### config.mk
export PLATFORM = sky130hd
export DESIGN_NAME = jtkicker_sndcmd_fifo
export DESIGN_NICKNAME = d
export VERILOG_FILES = /design/src/rtl/jtkicker_snd_pkg.sv /design/src/rtl/jtkicker_sndcmd_mem.sv /design/src/rtl/jtkicker_sndcmd_fifo.sv
export SDC_FILE = /design/constraint.sdc
export NUM_CORES = 1
export LEC_CHECK = 0
export CORE_ASPECT_RATIO = 1.4
export CORE_MARGIN = 4
export CORE_UTILIZATION = 30
export CTS_CLUSTER_SIZE = 24
export DETAILED_ROUTE_END_ITERATION = 8
export SLEW_MARGIN = 20
export SYNTH_ARGS = -nofsm -noshare
export SYNTH_HDL_FRONTEND = slang
export SYNTH_SLANG_ARGS = --single-unit
### constraint.sdc
create_clock -name clk -period 4.2 [get_ports clk]
set_input_delay 0.84 -clock clk [delete_from_list [all_inputs] [get_ports clk]]
set_output_delay 0.84 -clock clk [all_outputs]
set_load 0.05 [all_outputs]
### src/rtl/jtkicker_snd_pkg.sv
// jtkicker_snd_pkg: shared constants for the sound command channel
package jtkicker_snd_pkg;
  localparam int IRQ_LEVEL = 0;
  localparam int IRQ_PULSE = 1;
  function automatic int lvl_w(input int aw);
    return aw + 1;
  endfunction
endpackage

### src/rtl/jtkicker_sndcmd_mem.sv
// jtkicker_sndcmd_mem: command storage, one write port and one asynchronous read port
module jtkicker_sndcmd_mem #(
  parameter int DW = 8,
  parameter int AW = 2
) (
  input  logic          clk,
  input  logic          i_we,
  input  logic [AW-1:0] i_wa,
  input  logic [DW-1:0] i_wd,
  input  logic [AW-1:0] i_ra,
  output logic [DW-1:0] o_rd
);
  logic [DW-1:0] r_mem [0:2**AW-1];
  // storage is deliberately left unreset
  always_ff @(posedge clk)
    if (i_we) r_mem[i_wa] <= i_wd;
  assign o_rd = r_mem[i_ra];
endmodule

### src/rtl/jtkicker_sndcmd_fifo.sv
// jtkicker_sndcmd_fifo: main-to-sound command FIFO with IRQ generation and reply latch
module jtkicker_sndcmd_fifo
  import jtkicker_snd_pkg::*;
#(
  parameter int DW       = 8,
  parameter int AW       = 2,
  parameter int IRQ_MODE = 1
) (
  input  logic                 rst,
  input  logic                 clk,
  input  logic                 m_wr,
  input  logic [DW-1:0]        m_din,
  output logic                 m_full,
  output logic                 m_ovf,
  input  logic                 m_rd,
  output logic [DW-1:0]        m_reply,
  output logic                 m_reply_new,
  input  logic                 s_rd,
  output logic [DW-1:0]        s_dout,
  output logic [lvl_w(AW)-1:0] s_level,
  input  logic                 s_wr,
  input  logic [DW-1:0]        s_din,
  input  logic                 s_flush,
  input  logic                 irq_ack,
  output logic                 int_n
);
  localparam int LW = lvl_w(AW);
  localparam logic [LW-1:0] DEPTH = LW'(1 << AW);
  logic [AW-1:0] r_wr_ptr, r_rd_ptr;
  logic [LW-1:0] r_level, w_level_nx;
  logic          r_srd_l, r_seen, w_pop, w_push, w_drop;
  logic [DW-1:0] w_head;

  jtkicker_sndcmd_mem #(.DW(DW), .AW(AW)) u_mem (
    .clk  (clk),
    .i_we (w_push),
    .i_wa (r_wr_ptr),
    .i_wd (m_din),
    .i_ra (r_rd_ptr),
    .o_rd (w_head)
  );

  // pop on s_rd falling edge; a pop frees the slot for a same-cycle push when full
  always_comb begin
    w_pop      = r_srd_l & ~s_rd & (r_level != '0);
    w_push     = m_wr & ~s_flush & ((r_level != DEPTH) | w_pop);
    w_drop     = m_wr & ~s_flush & ~w_push;
    w_level_nx = s_flush ? '0 : r_level + LW'(w_push) - LW'(w_pop);
  end

  // pointers, level, full/overflow flags
  always_ff @(posedge clk or posedge rst)
    if (rst) begin
      r_srd_l  <= 1'b0;
      r_wr_ptr <= '0;
      r_rd_ptr <= '0;
      r_level  <= '0;
      m_full   <= 1'b0;
      m_ovf    <= 1'b0;
      r_seen   <= 1'b0;
    end else begin
      r_srd_l  <= s_rd;
      r_wr_ptr <= s_flush ? '0 : r_wr_ptr + AW'(w_push);
      r_rd_ptr <= s_flush ? '0 : r_rd_ptr + AW'(w_pop);
      r_level  <= w_level_nx;
      m_full   <= w_level_nx == DEPTH;
      m_ovf    <= ~s_flush & (m_ovf | w_drop);
      r_seen   <= r_seen | w_push;
    end

  // interrupt: level mode follows emptiness, pulse mode is set by push and cleared by ack
  always_ff @(posedge clk or posedge rst)
    if (rst) int_n <= 1'b1;
    else int_n <= IRQ_MODE == IRQ_LEVEL ? w_level_nx == '0
                                        : s_flush | (~w_push & (irq_ack | int_n));

  // reply latch; a write wins over a simultaneous read
  always_ff @(posedge clk or posedge rst)
    if (rst) begin
      m_reply     <= '0;
      m_reply_new <= 1'b0;
    end else begin
      m_reply     <= s_wr ? s_din : m_reply;
      m_reply_new <= s_wr | (m_reply_new & ~m_rd);
    end

  assign s_level = r_level;
  assign s_dout  = r_seen ? w_head : '0;
endmodule
Word-level counts from Yosys, hierarchy flattened. Memories as Yosys holds them, arrays and structs flattened. Index checks and enable logic that the tools add are counted.

Register bits after elaboration: 21. Latch bits: 0. Memory bits (writable): 32. Bits in read-only memories: 0. Input bits: 24. Output and inout bits: 23. Word-level logic and storage cells: 42. Memories kept: 1.

Add/subtract/negate cells: 4. $mul: 0. Divide/modulo/power cells: 0. Order comparisons: 0. Equality and inequality tests: 2. Shifts and indexed selects: 0. Multiplexer cells: 6. Bitwise gates (word level): 18. Reductions and logical operators: 1.

Memory list: u_mem.r_mem (words 4, bits a word 8, read ports 1, clocked after memory_dff 0, write ports 1, RTL line jtkicker_sndcmd_mem.sv:13) `logic [DW-1:0] r_mem [0:2**AW-1];`.

Operators by type and width (count): 1-bit AND (8); 8-bit 2-to-1 mux (1); 1-bit bitwise OR (6); 2-bit by 1-bit adder with 2-bit output (2); 2-bit 2-to-1 mux (2); 1-bit NOT (4); 3-bit by 1-bit adder with 3-bit output (1); 3-bit == test (second input constant) (1); 3-bit 2-to-1 mux (1); 3-bit inequality test (second input constant) (1); 3-bit nonzero test (1); 3-bit by 1-bit subtractor with 3-bit output (1); 1-bit 2-to-1 mux (2).

Depth between registers and ports, before layout.
Depth after elaboration: 9. Gate-level depth with buffers: 10. Gate-level depth less buffers: 10.

Modules after synthesis. A second synthesis with hierarchy kept.

Cell total of the unflattened synthesis: 120. Area total of the unflattened synthesis: 2128.3 sq um.

By module, submodules not included: jtkicker_sndcmd_mem (instances 1, cells each 46, area each 1188.6 sq um); jtkicker_sndcmd_fifo (instances 1, cells each 74, area each 939.7 sq um).

Worst setup path before layout. No wires, ideal clock.

Kind: input to register. Start: in s_rd. End: reg m_full. Setup time: 0.121 ns. Data arrival time: 2.797 ns. Data required time: 4.079 ns. Path slack: 1.282 ns. Stages on the path: 10. Path buffers: 0. Path through: nand2b_1 -> a311o_4 -> ha_1 -> inv_1 -> ha_1 -> inv_1 -> fa_1 -> xnor2_1 -> xnor2_1 -> and4bb_2.

Word-level cells in the longest chain between the ends: 9.

RTL lines: start, declared (RTL line jtkicker_sndcmd_fifo.sv:18) `input logic s_rd,`; 1-bit NOT * (RTL line jtkicker_sndcmd_fifo.sv:45) `w_pop = r_srd_l & ~s_rd & (r_level != '0);`; 1-bit AND * (2 in series) (RTL line jtkicker_sndcmd_fifo.sv:45); 1-bit bitwise OR (RTL line jtkicker_sndcmd_fifo.sv:46) `w_push = m_wr & ~s_flush & ((r_level != DEPTH) | w_pop);`; 1-bit AND (RTL line jtkicker_sndcmd_fifo.sv:46); 3-bit by 1-bit adder with 3-bit output (RTL line jtkicker_sndcmd_fifo.sv:48) `w_level_nx = s_flush ? '0 : r_level + LW'(w_push) - LW'(w_pop);`; 3-bit by 1-bit subtractor with 3-bit output * (RTL line jtkicker_sndcmd_fifo.sv:48); 3-bit 2-to-1 mux * (RTL line jtkicker_sndcmd_fifo.sv:48); 3-bit == test * (RTL line jtkicker_sndcmd_fifo.sv:66) `m_full <= w_level_nx == DEPTH;`; end signal, assigned (RTL line jtkicker_sndcmd_fifo.sv:58) `m_full <= 1'b0;`; end signal, assigned (RTL line jtkicker_sndcmd_fifo.sv:66); end, declared (RTL line jtkicker_sndcmd_fifo.sv:13) `output logic m_full,`.

Mark *: on every way between the ends. The rest lies on a longest branch, timed or not. A chain may end at the register's enable or synchronous reset.

Worst setup path after layout.
Start: reg r_rd_ptr[0]. End: out s_dout[1].

Word-level cells in the longest chain between the ends: 2.

RTL lines: start, declared (RTL line jtkicker_sndcmd_fifo.sv:29) `logic [AW-1:0] r_wr_ptr, r_rd_ptr;`; start signal, assigned (RTL line jtkicker_sndcmd_fifo.sv:64) `r_rd_ptr <= s_flush ? '0 : r_rd_ptr + AW'(w_pop);`; memory read 4 x 8 bit; 8-bit 2-to-1 mux (RTL line jtkicker_sndcmd_fifo.sv:88) `assign s_dout = r_seen ? w_head : '0;`; end, declared (RTL line jtkicker_sndcmd_fifo.sv:19) `output logic [DW-1:0] s_dout,`.

No other way between the ends.

==> impl_metrics.ini <==
[sta]
rsz0062_at_grt = false
fin_tns_setup_ns = 0
slew_viol_final = 0
finalHoldViolCount = 0
skew_ns = 0.00466
final.min_clock_period_ns = 3.30
worst_slack_ns = 0.898
max_freq_ghz = 0.303
max-slew-margin-rel_pct = 39.6
tightest_slew_ns = 0.906
setup_viol = 0
fin_crit_sh_pct = 78.6

[route]
routed_via_density = 4.36
drt_wl_total_mm = 3.87
first_pass_iters = 4
drc = 0
drtIter0Drc = 42
detail_route.wl_per_cell_um = 14.0
antenna_left = 0
via_count = 1208

[pwr]
p_total_mw = 1.37
p_leak_nw = 1.02
vdd_drop_max_uv = 278
p_per_area_nw_per_um2 = 490

[floorplan]
die_area_um2 = 8480
core_area_um2 = 6940
die_width_um = 79.0
die_height_um = 107
pin_count = 47
initial_core_util_pct = 30.5
num_rows = 36

[cells_and_area]
layout_commonest_cell = clkdlybuf4s50_1
fin_nets = 210
final-instance-count-excl-fill = 277
drive_gt1_share_pct = 12.6
final_cell_mix = clkdlybuf4s50_1 (46), edfxtp_1 (32), dfrtp_1 (20), mux2i_1 (16)
ff_latch_area_um2 = 1490
diodes = 0
syn2layout_area_growth_pct = 32.2
fillerInstances = 689
multi_input_area_um2 = 582

[critical_path]
path_max_fanout = 17
cp-start-kind = flip-flop
end_kind = output pin
cpMaxStageDelayCell = dfrtp_1
required_ns = 3.36
slowest_delay_ns = 0.95
critPathTopFamily = flip-flops
critPathBufInv = 1
crit_path_cell_trace = mux2i_1 -> o22ai_1 -> clkdlybuf4s50_1
critPathKind = reg2out
arrival_ns = 2.46

[yosys]
synth-xor-area-share_pct = 1.65
yosys.area_share.simple_pct = 5.97
synth_cell_types = 31
syn-instance-count = 131
synth_largest_area_cell = edfxtp_1
synthAdderAreaFrac_pct = 3.31
synth_top_area_share_pct = 45.4
ys_top_cells_by_area = edfxtp_1 (45%), dfrtp_1 (24%), mux2i_1 (7.6%)
yosysWarnings = 0
synth_mux_area_share_pct = 11.8
synth_top_family_by_area = multiplexers
syn_nets = 160
syn-cell-area_um2 = 2120
synth-async-reset-ratio_pct = 39.6
ys_seq_area_share_pct = 70.3
synth_edf_count = 32
ys_ff_latch = 53
synth.avg_cell_area_um2 = 16.2
synth-compound-area-share_pct = 4.73
synth_ff_type = edfxtp_1

[grt]
antenna_found_initial = 0
grt_max_degree = 22
grt_pass1_vias = 1248
grt_util_all_layers_pct = 9.58
gr-total-overflow = 0
grt_pass1_wl_mm = 6.22

[clock_tree]
cts.repair.resized = 0
htree_levels = 2
ctsLongestPathBuffers = 2
hold_buffers = 0
root_buffer = clkbuf_8
insertion_delay_ns = 0.30
cts_buffers = 5
postCtsSetupBuffers = 0
cts_tree = built
clkTransAtPathRegs_ns = 0.09
cts_sinks = 53

[place]
routabilityCongestion = 0.703
port_buffers = 46
dp_cells = 269
place_ws_ns = 0.751
hpwl_mm = 2.72

[min_path]
hp-class = reg2reg

[run]
maxCapViolations = 0

[run_status]
status = completed
registers in the layout (all words and copies together) (netlist names):
register	flops
int_n	1
m_reply_new	1
r_seen	1
m_reply	8
s_level	3
m_full	1
r_rd_ptr	2
u_mem.r_mem	32
r_wr_ptr	2
m_ovf	1
r_srd_l	1
final timing paths:
path	start	to	slack [ns]	cells past startpoint
setup / recovery	r_rd_ptr[0]$_DFF_PP0_	s_dout[1]	0.90	3
hold / removal	m_reply_new$_DFF_PP0_	m_reply_new$_DFF_PP0_	0.49	1
setup reg to reg	s_level[1]$_DFF_PP0_	m_full$_DFF_PP0_	1.68	10
hold reg to reg	m_reply_new$_DFF_PP0_	m_reply_new$_DFF_PP0_	0.49	1
max in group asynchronous	rst	m_reply[1]$_DFFE_PP0P_	2.69	2
min in group asynchronous	rst	m_reply[2]$_DFFE_PP0P_	1.00	2
per-stage QoR:
stage          cell area, um^2  hold slack (ns)  util, %
6_report                  2800            0.485     40.3
2_1_floorplan             2120            0.456        -
4_1_cts                   2800            0.490     40.3
3_5_place_dp              2690            0.469     38.7
3_3_place_gp              2690            0.464     38.7
5_1_grt                   2800            0.522     40.3
Yosys cell counts, drive strengths merged, types with 4 or more instances:
cell	count
o22ai	8
ha	4
xnor2	4
edfxtp	32
mux2	8
buf	4
mux2i	16
nor2	7
dfrtp	20
nor2b	4
inv	6
cell type report:
class	instances	share of cell area [%]
tap	95	4.25
clock buffer	6	2.59
clock inverter	2	1.39
timing repair buffer	48	17.0
sequential	53	53.2
inverter	6	0.805
multi-input combinational	67	20.8
logic make-up after synthesis:
family	count (synthesis)
adders and majority gates	5
AOI/OAI and AO/OA	13
muxes	24
and+or+nand+nor	21
buffers and inverters	11
xor gates and xnor gates	4
DFF	53
metal layers:
layer | GRT usage [%] | up-vias | wire length [um]
met5 | 0 | - | 0
met4 | 2.58 | 0 | 32
met3 | 2.68 | 5 | 185
met2 | 17.9 | 31 | 2180
met1 | 10.4 | 592 | 1480
li1 | - | 580 | -
power by group:
| part | switching [mW] | internal (mW) |
|---|---|---|
| Combinational | 0.229 | 0.166 |
| Sequential | 0.0443 | 0.593 |
| Clock | 0.159 | 0.179 |
| Total | 0.433 | 0.938 |
Note: power is estimated with default switching activity, not from simulation.
==> patch 1, RTL diff (same flow settings) <==
`DW` is set to 8 in 2 places; all go to 10.
--- a/src/rtl/jtkicker_sndcmd_mem.sv
+++ b/src/rtl/jtkicker_sndcmd_mem.sv
@@ -2,3 +2,3 @@
 module jtkicker_sndcmd_mem #(
-  parameter int DW = 8,
+  parameter int DW = 10,
   parameter int AW = 2
--- a/src/rtl/jtkicker_sndcmd_fifo.sv
+++ b/src/rtl/jtkicker_sndcmd_fifo.sv
@@ -4,3 +4,3 @@
 #(
-  parameter int DW       = 8,
+  parameter int DW       = 10,
   parameter int AW       = 2,
Interface: changed (resized m_din, m_reply, s_din and s_dout); port bits go from 47 to 55. No check against the original RTL was run, so the function may have changed too.
==> patch 1 against the original RTL <==
- power increased by 22%
- count of clock-buffer cells in the layout grew 4
- final cell count rose by 14%
- design area up 19%
- core utilization up 1.8 points
- wire length is 22% higher
- register-to-register slack got worse by 0.07 ns
- clock skew about the same
- sequential cell count increased by 10
- synthesized area is 17% higher
- setup slack improved by 0.22 ns
- via count rose by 17%
- largest cell class unchanged
- highest routed layer unchanged
==> patch 1: results <==
metrics = {
    "worst_setup_path": {
        "crit_arrival_ns": 3.30,
        "ff2ff_setup_slack_ns": 1.61,
        "path_max_fanout": 6,
        "crit_path_start": "s_rd",
        "cpLargestDelayFamily": "adder cells",
        "r2r-start": "s_level[2]",
    },
    "outcome": {
        "status": "finished clean",
    },
    "power_and_ir_drop": {
        "peakVddDrop_uv": 263,
        "p_seq_share_pct": 43.8,
        "switching_share_pct": 31.2,
        "power_leakage_nw": 1.21,
        "pg_clk_mw": 0.478,
    },
    "synth": {
        "netlist_top_cells_area": "edfxtp_1 (49%), dfrtp_1 (22%), mux2i_1 (8.1%)",
        "ys_async_sr_fraction_pct": 36.5,
        "synth_edf_count": 40,
        "yosysUniqueCellTypes": 28,
    },
    "drt": {
        "wl_met1_mm": 1.88,
        "wl_met3_um": 287,
        "drt-total-wl_mm": 4.73,
        "drt-vias-per-instance": 4.46,
    },
    "global_route": {
        "grt_max_degree": 24,
        "grt_pass1_wl_mm": 7.42,
        "first_global_vias": 1499,
        "grt_use_met2_pct": 17.9,
        "grt.total_usage_pct": 10.2,
        "use_met1_pct": 10.9,
    },
    "clock_network": {
        "cts-buffers-inserted": 9,
        "clk_latency_ns": 0.33,
    },
    "placement": {
        "port_buffers": 54,
        "dp_hpwl_mm": 3.13,
    },
    "timing": {
        "relSlewSlack_pct": 40.1,
    },
    "layout": {
        "nFillCells": 782,
        "largest_reg_flops": 40,
    },
}
==> patch 1: logic make-up (layout without fill, tap and decap cells) <==
logic type / Yosys count / count (layout) / share of synthesized area (%)
compound gates: 15 / 15 / 4.30
xor+xnor: 4 / 4 / 1.42
fa+ha+maj: 5 / 5 / 2.83
buf+inv: 11 / 79 / 1.82
flops: 63 / 63 / 71.9
mux: 30 / 30 / 12.7
simple gates: 21 / 21 / 5.06
==> patch 1: worst register-to-register path: stages (launching register included) <==
cell and delay, ns:
dfrtp_1 0.43, nor3b_2 0.20, a211o_4 0.38, ha_1 0.28, inv_1 0.05, ha_1 0.13
inv_1 0.05, fa_1 0.37, xor2_1 0.16, xnor2_1 0.15, nor4b_1 0.28
==> patch 1: worst max-delay path by stage <==
stage	to	slack (ns)
floorplan	m_full	1.33
global placement	m_full	0.84
detailed placement	m_full	0.76
global route	m_full	0.92
finish	m_full	1.12
CTS	s_dout[2]	1.06
==> patch 1: cell type report <==
cell class / instances / area share, %
Multi-Input combinational cell: 75 / 19.5
Clock inverter: 5 / 1.51
Clock buffer: 10 / 3.84
Tap cell: 100 / 3.77
Sequential cell: 63 / 53.5
Timing Repair Buffer: 58 / 17.2
Inverter: 6 / 0.678
==> patch 1: stage by stage <==
| stage | instances | hold WS, ns | power, mW | util [%] | cell area (um2) |
|---|---|---|---|---|---|
| global route | 317 | 0.508 | 1.76 | 42.1 | 3320 |
| global placement | 302 | 0.477 | 1.21 | 39.9 | 3150 |
| detailed placement | 302 | 0.478 | 1.22 | 39.9 | 3150 |
| finish | 317 | 0.487 | 1.68 | 42.1 | 3320 |
| CTS | 317 | 0.493 | 1.71 | 42.1 | 3320 |
| floorplan | 149 | 0.458 | 1.05 | - | 2470 |
==> patch 2, RTL diff (same settings) <==
Made on the original files. Put one more register stage on the output `s_level`, with the module's reset. The value now appears one clock later. The other outputs are not delayed to match.
--- a/src/rtl/jtkicker_sndcmd_fifo.sv
+++ b/src/rtl/jtkicker_sndcmd_fifo.sv
@@ -86,3 +86,9 @@
 
-  assign s_level = r_level;
+  always_ff @(posedge clk or posedge rst) begin
+    if (rst) begin
+      s_level <= '0;
+    end else begin
+      s_level <= r_level;
+    end
+  end
   assign s_dout  = r_seen ? w_head : '0;
Check against the original RTL: not equivalent (a bounded check fails within 4 cycles, from zero or initial values and one cycle with rst high).
==> patch 2 against the original RTL <==
- design area up 1.7%
- synthesized area up 3.5%
- first-iteration DRC count up 7.1%
- power down 1.1%
- non-clock buffer count unchanged
- sequential share of layout area up 1.7 points
- sequential cell count up 3
- core utilization up 0.16 points
- setup slack worse by 0.060 ns
- wire length up 3.6%
- via count up 3.0%
- largest cell class unchanged
==> patch 2: results <==
metrics = {
    "synth": {
        "ys_top_cells_by_count": "edfxtp_1 (32), dfrtp_1 (23), mux2i_1 (16)",
        "synth.net_count": 163,
        "ys_async_sr_fraction_pct": 42.9,
        "ys_seq_area_share_pct": 71.3,
        "netlist_top_cells_area": "edfxtp_1 (44%), dfrtp_1 (26%), mux2i_1 (7.3%)",
    },
    "worst_setup_path": {
        "slowest_delay_ns": 0.97,
        "r2r-start": "r_level[1]",
        "cp-endpoint": "s_dout[0]",
        "crit_arrival_ns": 2.52,
    },
    "global_route": {
        "grtUsageMet3_pct": 2.98,
        "grt.total_usage_pct": 9.85,
        "grt_pass1_wl_mm": 6.40,
        "use_met1_pct": 12.0,
        "first_global_vias": 1330,
        "grt_max_degree": 25,
    },
    "floorplanning": {
        "die-width_um": 80.2,
    },
    "drt": {
        "drt-total-wl_mm": 4.01,
        "drt-vias-per-instance": 4.44,
        "drt_iter0_markers": 45,
        "met2WireLength_mm": 2.11,
    },
    "placement": {
        "dp_hpwl_mm": 2.82,
        "place_congestion": 0.702,
    },
    "min_path": {
        "min-delay-start": "r_level[0]",
        "min_to": "s_level[0]",
    },
    "power_and_ir_drop": {
        "peakVddDrop_uv": 407,
        "power_leakage_nw": 1.04,
    },
    "layout": {
        "drive_above_1_share_pct": 11.9,
        "nFillCells": 677,
        "nNetsFinal": 213,
    },
    "timing": {
        "clock_skew_ns": 0.00907,
        "relSlewSlack_pct": 37.1,
        "hold_slack_ns": 0.476,
        "period_needed_ns": 3.36,
    },
    "outcome": {
        "status": "finished clean",
    },
}
==> patch 2: cell types whose count changed after synthesis <==
cell,change
dfrtp_1,+3
==> patch 2: kinds of logic after synthesis <==
logic type,Yosys count,share of synthesized area (%)
buf+inv,11,2.17
mux,24,11.4
xor+xnor,4,1.60
compound gates,13,4.57
flops,56,71.3
fa+ha+maj,5,3.20
simple gates,21,5.76
==> patch 2: report_power, final <==
part | internal, mW | leakage (nW) | switching [mW] | total, mW
Sequential | 0.631 | 0.588 | 0.0480 | 0.679
Combinational | 0.166 | 0.415 | 0.233 | 0.399
Clock | 0.116 | 0.0388 | 0.162 | 0.278
==> patch 2: through the flow <==
step / instances / setup WS [ns] / util, % / cell area (um2)
2_1_floorplan: 134 / 1.33 / - / 2190
6_report: 280 / 0.837 / 40.5 / 2850
5_1_grt: 280 / 0.684 / 40.5 / 2850
3_5_place_dp: 272 / 0.781 / 39.3 / 2760
3_3_place_gp: 272 / 0.826 / 39.3 / 2760
4_1_cts: 280 / 0.789 / 40.5 / 2850
==> patch 2: final cells by class <==
| cell class | count | area, um2 | area share [%] |
|---|---|---|---|
| Clock inverter | 2 | 11.3 | 0.396 |
| Multi-Input combinational cell | 67 | 582 | 20.4 |
| Sequential cell | 56 | 1560 | 54.9 |
| Timing Repair Buffer | 48 | 475 | 16.7 |
| Clock buffer | 6 | 72.6 | 2.55 |
| Tap cell | 95 | 119 | 4.18 |
| Inverter | 6 | 22.5 | 0.792 |
==> patch 2: critical path, delay by kind of cell, from the launching register on <==
family,cells,cell delay (ns)
AO/OA/AOI/OAI,1,0.21
buffers and inverters,1,0.85
flip-flops,1,0.97
multiplexers,1,0.19
